===== config.mk =====
export PLATFORM = sky130hd
export DESIGN_NAME = core_hazard_scoreboard
export DESIGN_NICKNAME = d
export VERILOG_FILES = /design/src/rtl/core_hazard_scoreboard_pkg.sv /design/src/rtl/core_hazard_scoreboard_forward_select.sv /design/src/rtl/core_hazard_scoreboard.sv
export SDC_FILE = /design/constraint.sdc
export NUM_CORES = 1
export LEC_CHECK = 0
export ABC_CLOCK_PERIOD_IN_PS = 12400
export CORE_ASPECT_RATIO = 0.9
export CORE_MARGIN = 2
export CORE_UTILIZATION = 30
export DETAILED_ROUTE_END_ITERATION = 8
export GPL_ROUTABILITY_DRIVEN = 0
export PLACE_DENSITY_LB_ADDON = 0.25
export SYNTH_ARGS = -nofsm -noshare
export SYNTH_HDL_FRONTEND = slang
export SYNTH_HIERARCHICAL = 1
export SYNTH_SLANG_ARGS = --single-unit

===== constraint.sdc =====
create_clock -name clock -period 12.4 [get_ports clock]
set_input_delay 1.24 -clock clock [delete_from_list [all_inputs] [get_ports clock]]
set_output_delay 1.24 -clock clock [all_outputs]
set_load 0.005 [all_outputs]

===== src/rtl/core_hazard_scoreboard_pkg.sv =====
// Shared constants and helpers for the ID-stage forwarding / hazard unit.
package core_hazard_scoreboard_pkg;

  localparam int unsigned FWD_NONE = 0;
  localparam logic [4:0]  REG_ZERO = 5'd0;

  // Encoding used by the older two-stage core (MEM = 1, WB = 2).
  typedef enum logic [1:0] {
    FWD_REGFILE = 2'd0,
    FWD_MEM     = 2'd1,
    FWD_WB      = 2'd2
  } forward_type_t;

  function automatic int unsigned fwd_stage(input int unsigned k);
    return k + 1;
  endfunction

endpackage


===== src/rtl/core_hazard_scoreboard_forward_select.sv =====
// Per-source bypass picker: the youngest matching downstream stage wins.
module core_forward_select
  import core_hazard_scoreboard_pkg::*;
#(
  parameter int NUM_FWD_STAGES = 2,
  parameter int FWD_W          = 2
) (
  input  logic [4:0]                  i_src,
  input  logic                        i_src_used,
  input  logic [NUM_FWD_STAGES*5-1:0] i_stage_rd,
  input  logic [NUM_FWD_STAGES-1:0]   i_stage_reg_write,
  input  logic [NUM_FWD_STAGES-1:0]   i_stage_data_ready,
  output logic [FWD_W-1:0]            o_sel,
  output logic                        o_not_ready
);

  logic w_found;

  always_comb begin
    o_sel       = FWD_W'(FWD_NONE);
    o_not_ready = 1'b0;
    w_found     = 1'b0;
    if (i_src_used && (i_src != REG_ZERO)) begin
      for (int k = 0; k < NUM_FWD_STAGES; k++) begin
        if (!w_found && i_stage_reg_write[k] && (i_stage_rd[k*5 +: 5] == i_src)) begin
          w_found     = 1'b1;
          o_sel       = FWD_W'(fwd_stage(k));
          o_not_ready = !i_stage_data_ready[k];
        end
      end
    end
  end

endmodule


===== src/rtl/core_hazard_scoreboard.sv =====
// ID-stage forwarding select, stall generation and long-latency countdown scoreboard.
// Optional stall counter output is enabled by defining HAZARD_STATS_EN.
module core_hazard_scoreboard
  import core_hazard_scoreboard_pkg::*;
#(
  parameter  int NUM_SRC        = 2,
  parameter  int NUM_FWD_STAGES = 2,
  parameter  int NUM_REGS       = 32,
  parameter  int MAX_LAT        = 8,
  localparam int LAT_W          = $clog2(MAX_LAT + 1),
  localparam int FWD_W          = $clog2(NUM_FWD_STAGES + 1)
) (
  input  logic                        clock,
  input  logic                        reset,
  input  logic [NUM_SRC*5-1:0]        ID_src,
  input  logic [NUM_SRC-1:0]          ID_src_used,
  input  logic [4:0]                  ID_rd,
  input  logic                        ID_reg_write,
  input  logic [LAT_W-1:0]            ID_lat,
  input  logic                        ID_valid,
  input  logic                        flush,
  input  logic [NUM_FWD_STAGES*5-1:0] stage_rd,
  input  logic [NUM_FWD_STAGES-1:0]   stage_reg_write,
  input  logic [NUM_FWD_STAGES-1:0]   stage_data_ready,
  output logic [NUM_SRC*FWD_W-1:0]    forward_sel,
  output logic                        stall
`ifdef HAZARD_STATS_EN
  , output logic [31:0]               stall_cycles
`endif
);

  logic [LAT_W-1:0]         r_busy_cnt [1:NUM_REGS-1];
  logic [LAT_W-1:0]         w_busy     [0:NUM_REGS-1];
  logic [NUM_SRC*FWD_W-1:0] w_sel;
  logic [NUM_SRC-1:0]       w_not_ready;
  logic [NUM_SRC-1:0]       w_src_haz;
  logic                     w_waw;
  logic                     w_stall;
  logic                     w_issue;

  // Register 0 reads as an idle counter so lookups never need a special case.
  always_comb begin
    w_busy[0] = '0;
    for (int r = 1; r < NUM_REGS; r++) begin
      w_busy[r] = r_busy_cnt[r];
    end
  end

  for (genvar g = 0; g < NUM_SRC; g++) begin : g_src
    logic [4:0] w_src;
    assign w_src = ID_src[g*5 +: 5];

    core_forward_select #(
      .NUM_FWD_STAGES(NUM_FWD_STAGES),
      .FWD_W         (FWD_W)
    ) u_fwd (
      .i_src             (w_src),
      .i_src_used        (ID_src_used[g]),
      .i_stage_rd        (stage_rd),
      .i_stage_reg_write (stage_reg_write),
      .i_stage_data_ready(stage_data_ready),
      .o_sel             (w_sel[g*FWD_W +: FWD_W]),
      .o_not_ready       (w_not_ready[g])
    );

    assign w_src_haz[g] = ID_src_used[g] && (w_src != REG_ZERO) &&
                          (w_not_ready[g] || (w_busy[w_src] != '0));
  end

  // A younger writer may issue once the older producer finishes no later than it does.
  assign w_waw   = ID_reg_write && (ID_rd != REG_ZERO) && (w_busy[ID_rd] > ID_lat);
  assign w_stall = !reset && ID_valid && !flush && ((|w_src_haz) || w_waw);
  assign w_issue = ID_valid && !w_stall && !flush && ID_reg_write && (ID_rd != REG_ZERO);

  assign stall       = w_stall;
  assign forward_sel = reset ? '0 : w_sel;

  always_ff @(posedge clock) begin
    if (reset) begin
      for (int r = 1; r < NUM_REGS; r++) begin
        r_busy_cnt[r] <= '0;
      end
    end else begin
      for (int r = 1; r < NUM_REGS; r++) begin
        if (w_issue && (ID_rd == 5'(r)) && (ID_lat != '0)) begin
          r_busy_cnt[r] <= ID_lat;
        end else if (r_busy_cnt[r] != '0) begin
          r_busy_cnt[r] <= r_busy_cnt[r] - LAT_W'(1);
        end
      end
    end
  end

`ifdef HAZARD_STATS_EN
  logic [31:0] r_stall_cycles;

  always_ff @(posedge clock) begin
    if (reset) begin
      r_stall_cycles <= '0;
    end else if (w_stall && (r_stall_cycles != 32'hFFFF_FFFF)) begin
      r_stall_cycles <= r_stall_cycles + 32'd1;
    end
  end

  assign stall_cycles = r_stall_cycles;
`endif

endmodule

==> flow_summary.toml <==
[status]
status = "complete, no violations"

[grt]
antenna_found_initial = 0
grt_overflow = 0
gr-usage-all-layers = 0.177
grt_pass1_vias = 8016
grt_max_degree = 64
grt_pass1_wl_um = 49600

[layout]
area_growth_pct = 12.3
final_common_cell = "edfxtp_1"
largest_register_ffs = 124
antenna_cells = 0
largest-register = "r_busy_cnt"
layout_common_cells = "edfxtp_1 (124), nor2_1 (119), mux2_2 (87), inv_1 (66), nand2_1 (61)"
final_layout_size_suffix_gt1_frac = 0.242
fin_area_um2 = 12000
largestRegisters = "r_busy_cnt x124"
fin_nets = 1073
fin_cells = 1480

[timing]
setup_violations = 0
drv_slew = 0
finalHoldViolCount = 0
timing.final.crit_share = 0.549
timing.fmax_mhz = 147
period_needed_ns = 6.81
rsz0062_at_grt = "no"
tightest_slew_ns = 1.14
skew_ns = 0.0123
worst_hold_slack_ns = 0.814
setup_tns_ns = 0
max_slew_margin = 0.241

[yosys]
synth_edf_count = 124
synth_area_um2 = 10700
ys_ff_latch = 124
syn_nets = 1077
ys_types = 50
syn_inst = 1002
postSynthAreaPerCell_um2 = 10.7
synth_ff_type = "edfxtp_1"
yosysWarnings = 6
seq_area_frac_synth = 0.347
synthArstFlopShare = 0

[critical_path]
cp_num_cells = 14
crit_slowest_cell = "mux4_2"
worst-path-buf-inv = 3
crit_chain = "buf_2 -> buf_4 -> mux4_2 -> mux4_2 -> mux2_2 -> ha_1 -> nor2b_1 -> o211ai_1 -> a21oi_1 -> a311oi_1 -> o211ai_1 -> a22oi_1 -> nor3b_1 -> clkdlybuf4s50_1"
max_stage_delay_ns = 0.60
worstPathArrival_ns = 5.57
worst-setup-path-type = "in2out"
critPathMaxFanout = 46
critPathTopFamily = "multiplexers"
r2r_cells = 12
cp-end-kind = "output port"
start_kind = "primary input"
cp.required_ns = 11.16

[detailed_routing]
drtIter0Drc = 785
detail_route.first_pass.iterations = 5
via_per_inst = 5.67
remaining_drc_errors = 0
post_drt_wl_per_cell_um = 22.0
antenna_left = 0
wl_um = 32600
vias = 8394

[clock_network]
cts.sinks = 124
clk_pin_slew_ns = 0.06
cts_resized = 0
post_cts_buffers = 0
tritoncts = "done"
htree_num_levels = 4
clock_latency_ns = 0.44
cts-root-buf = "clkbuf_16"
numCtsBuffers = 17
hold_buffers = 0
clk_path_buf_depth = 2

[floorplan]
initial_core_util = 0.305
die_h_um = 183
core_area_um2 = 35100
rows = 65
die_area_um2 = 37300
die_x_um = 203
io_pins = 45

[placed_design]
dp.final_hpwl_um = 24000
placedInstanceArea_um2 = 11500
portBuffers = 44
place_inst = 1448

[min_path]
hold_path_class = "reg2reg"
holdPathStages = 2

[power]
finalPower_mw = 2.73
cellLeakagePower_nw = 4.54
power_density_nw_per_um2 = 227
vdd_drop_max_v = 0.000115

[flow_run]
drv_cap = 0
[worst register-to-register path, delay by kind of cell (launching register included)]
| family | cells | cell delay (ns) |
|---|---|---|
| adder cells (fa/ha/maj) | 1 | 0.29 |
| AND/OR/NAND/NOR | 3 | 1.34 |
| flip-flops | 1 | 0.50 |
| AO/OA/AOI/OAI | 5 | 1.27 |
| multiplexers | 3 | 1.29 |
[metal layers]
metal,up-vias,share of wire,track usage
met5,-,0,0
met4,0,0.024,0.0634
met3,48,0.084,0.0476
met2,350,0.42,0.255
met1,4140,0.47,0.252
li1,3856,-,-
[path summary, 6_finish.rpt]
| path | slack, ns | start | end |
|---|---|---|---|
| max reg2reg | 7.39 | r_busy_cnt[0][45]$_DFFE_PP_ | r_busy_cnt[0][46]$_DFFE_PP_ |
| min | 0.81 | r_busy_cnt[0][0]$_DFFE_PP_ | r_busy_cnt[0][0]$_DFFE_PP_ |
| min reg2reg | 0.81 | r_busy_cnt[0][0]$_DFFE_PP_ | r_busy_cnt[0][0]$_DFFE_PP_ |
| max | 5.59 | ID_rd[0] | stall |
[cells by family after synthesis]
| family | count (synthesis) | synth area share |
|---|---|---|
| flip-flops | 124 | 0.347 |
| XOR/XNOR | 20 | 0.0163 |
| buffers and inverters | 146 | 0.0602 |
| AO/OA/AOI/OAI | 142 | 0.108 |
| AND/OR/NAND/NOR | 352 | 0.178 |
| adder cells (fa/ha/maj) | 35 | 0.0408 |
| multiplexers | 183 | 0.250 |
[Yosys cell counts (18+ instances only)]
| master | n | area share |
|---|---|---|
| a21oi_1 | 22 | 0.010 |
| ha_1 | 35 | 0.041 |
| nand2_1 | 61 | 0.021 |
| nor2_1 | 121 | 0.042 |
| or4_1 | 27 | 0.019 |
| nor4_1 | 19 | 0.011 |
| edfxtp_1 | 124 | 0.35 |
| a221oi_1 | 18 | 0.015 |
| nand4b_1 | 30 | 0.024 |
| mux2_4 | 31 | 0.043 |
| a21o_1 | 29 | 0.020 |
| mux2_2 | 87 | 0.091 |
| mux4_2 | 47 | 0.099 |
| nor3_1 | 21 | 0.0098 |
| clkbuf_1 | 52 | 0.018 |
| inv_1 | 66 | 0.023 |
[power by group]
part | internal (mW) | switching, mW
Combinational | 0.610 | 0.588
Clock | 0.294 | 0.212
Sequential | 0.745 | 0.279
[area by class of cell]
class | instances | area (um^2)
inverter | 67 | 251
timing repair buffer | 56 | 518
sequential | 124 | 3720
clock buffer | 17 | 425
fill | 3572 | 23100
clock inverter | 15 | 150
multi-input combinational | 732 | 6390
tap | 469 | 587
[per-stage QoR]
stage | worst slack, ns | util
global route | 5.39 | 0.343
CTS | 5.60 | 0.343
floorplan | 6.41 | -
detailed placement | 5.61 | 0.326
global placement | 5.68 | 0.326
finish | 5.59 | 0.343
Power figures use the tool's default switching activity.
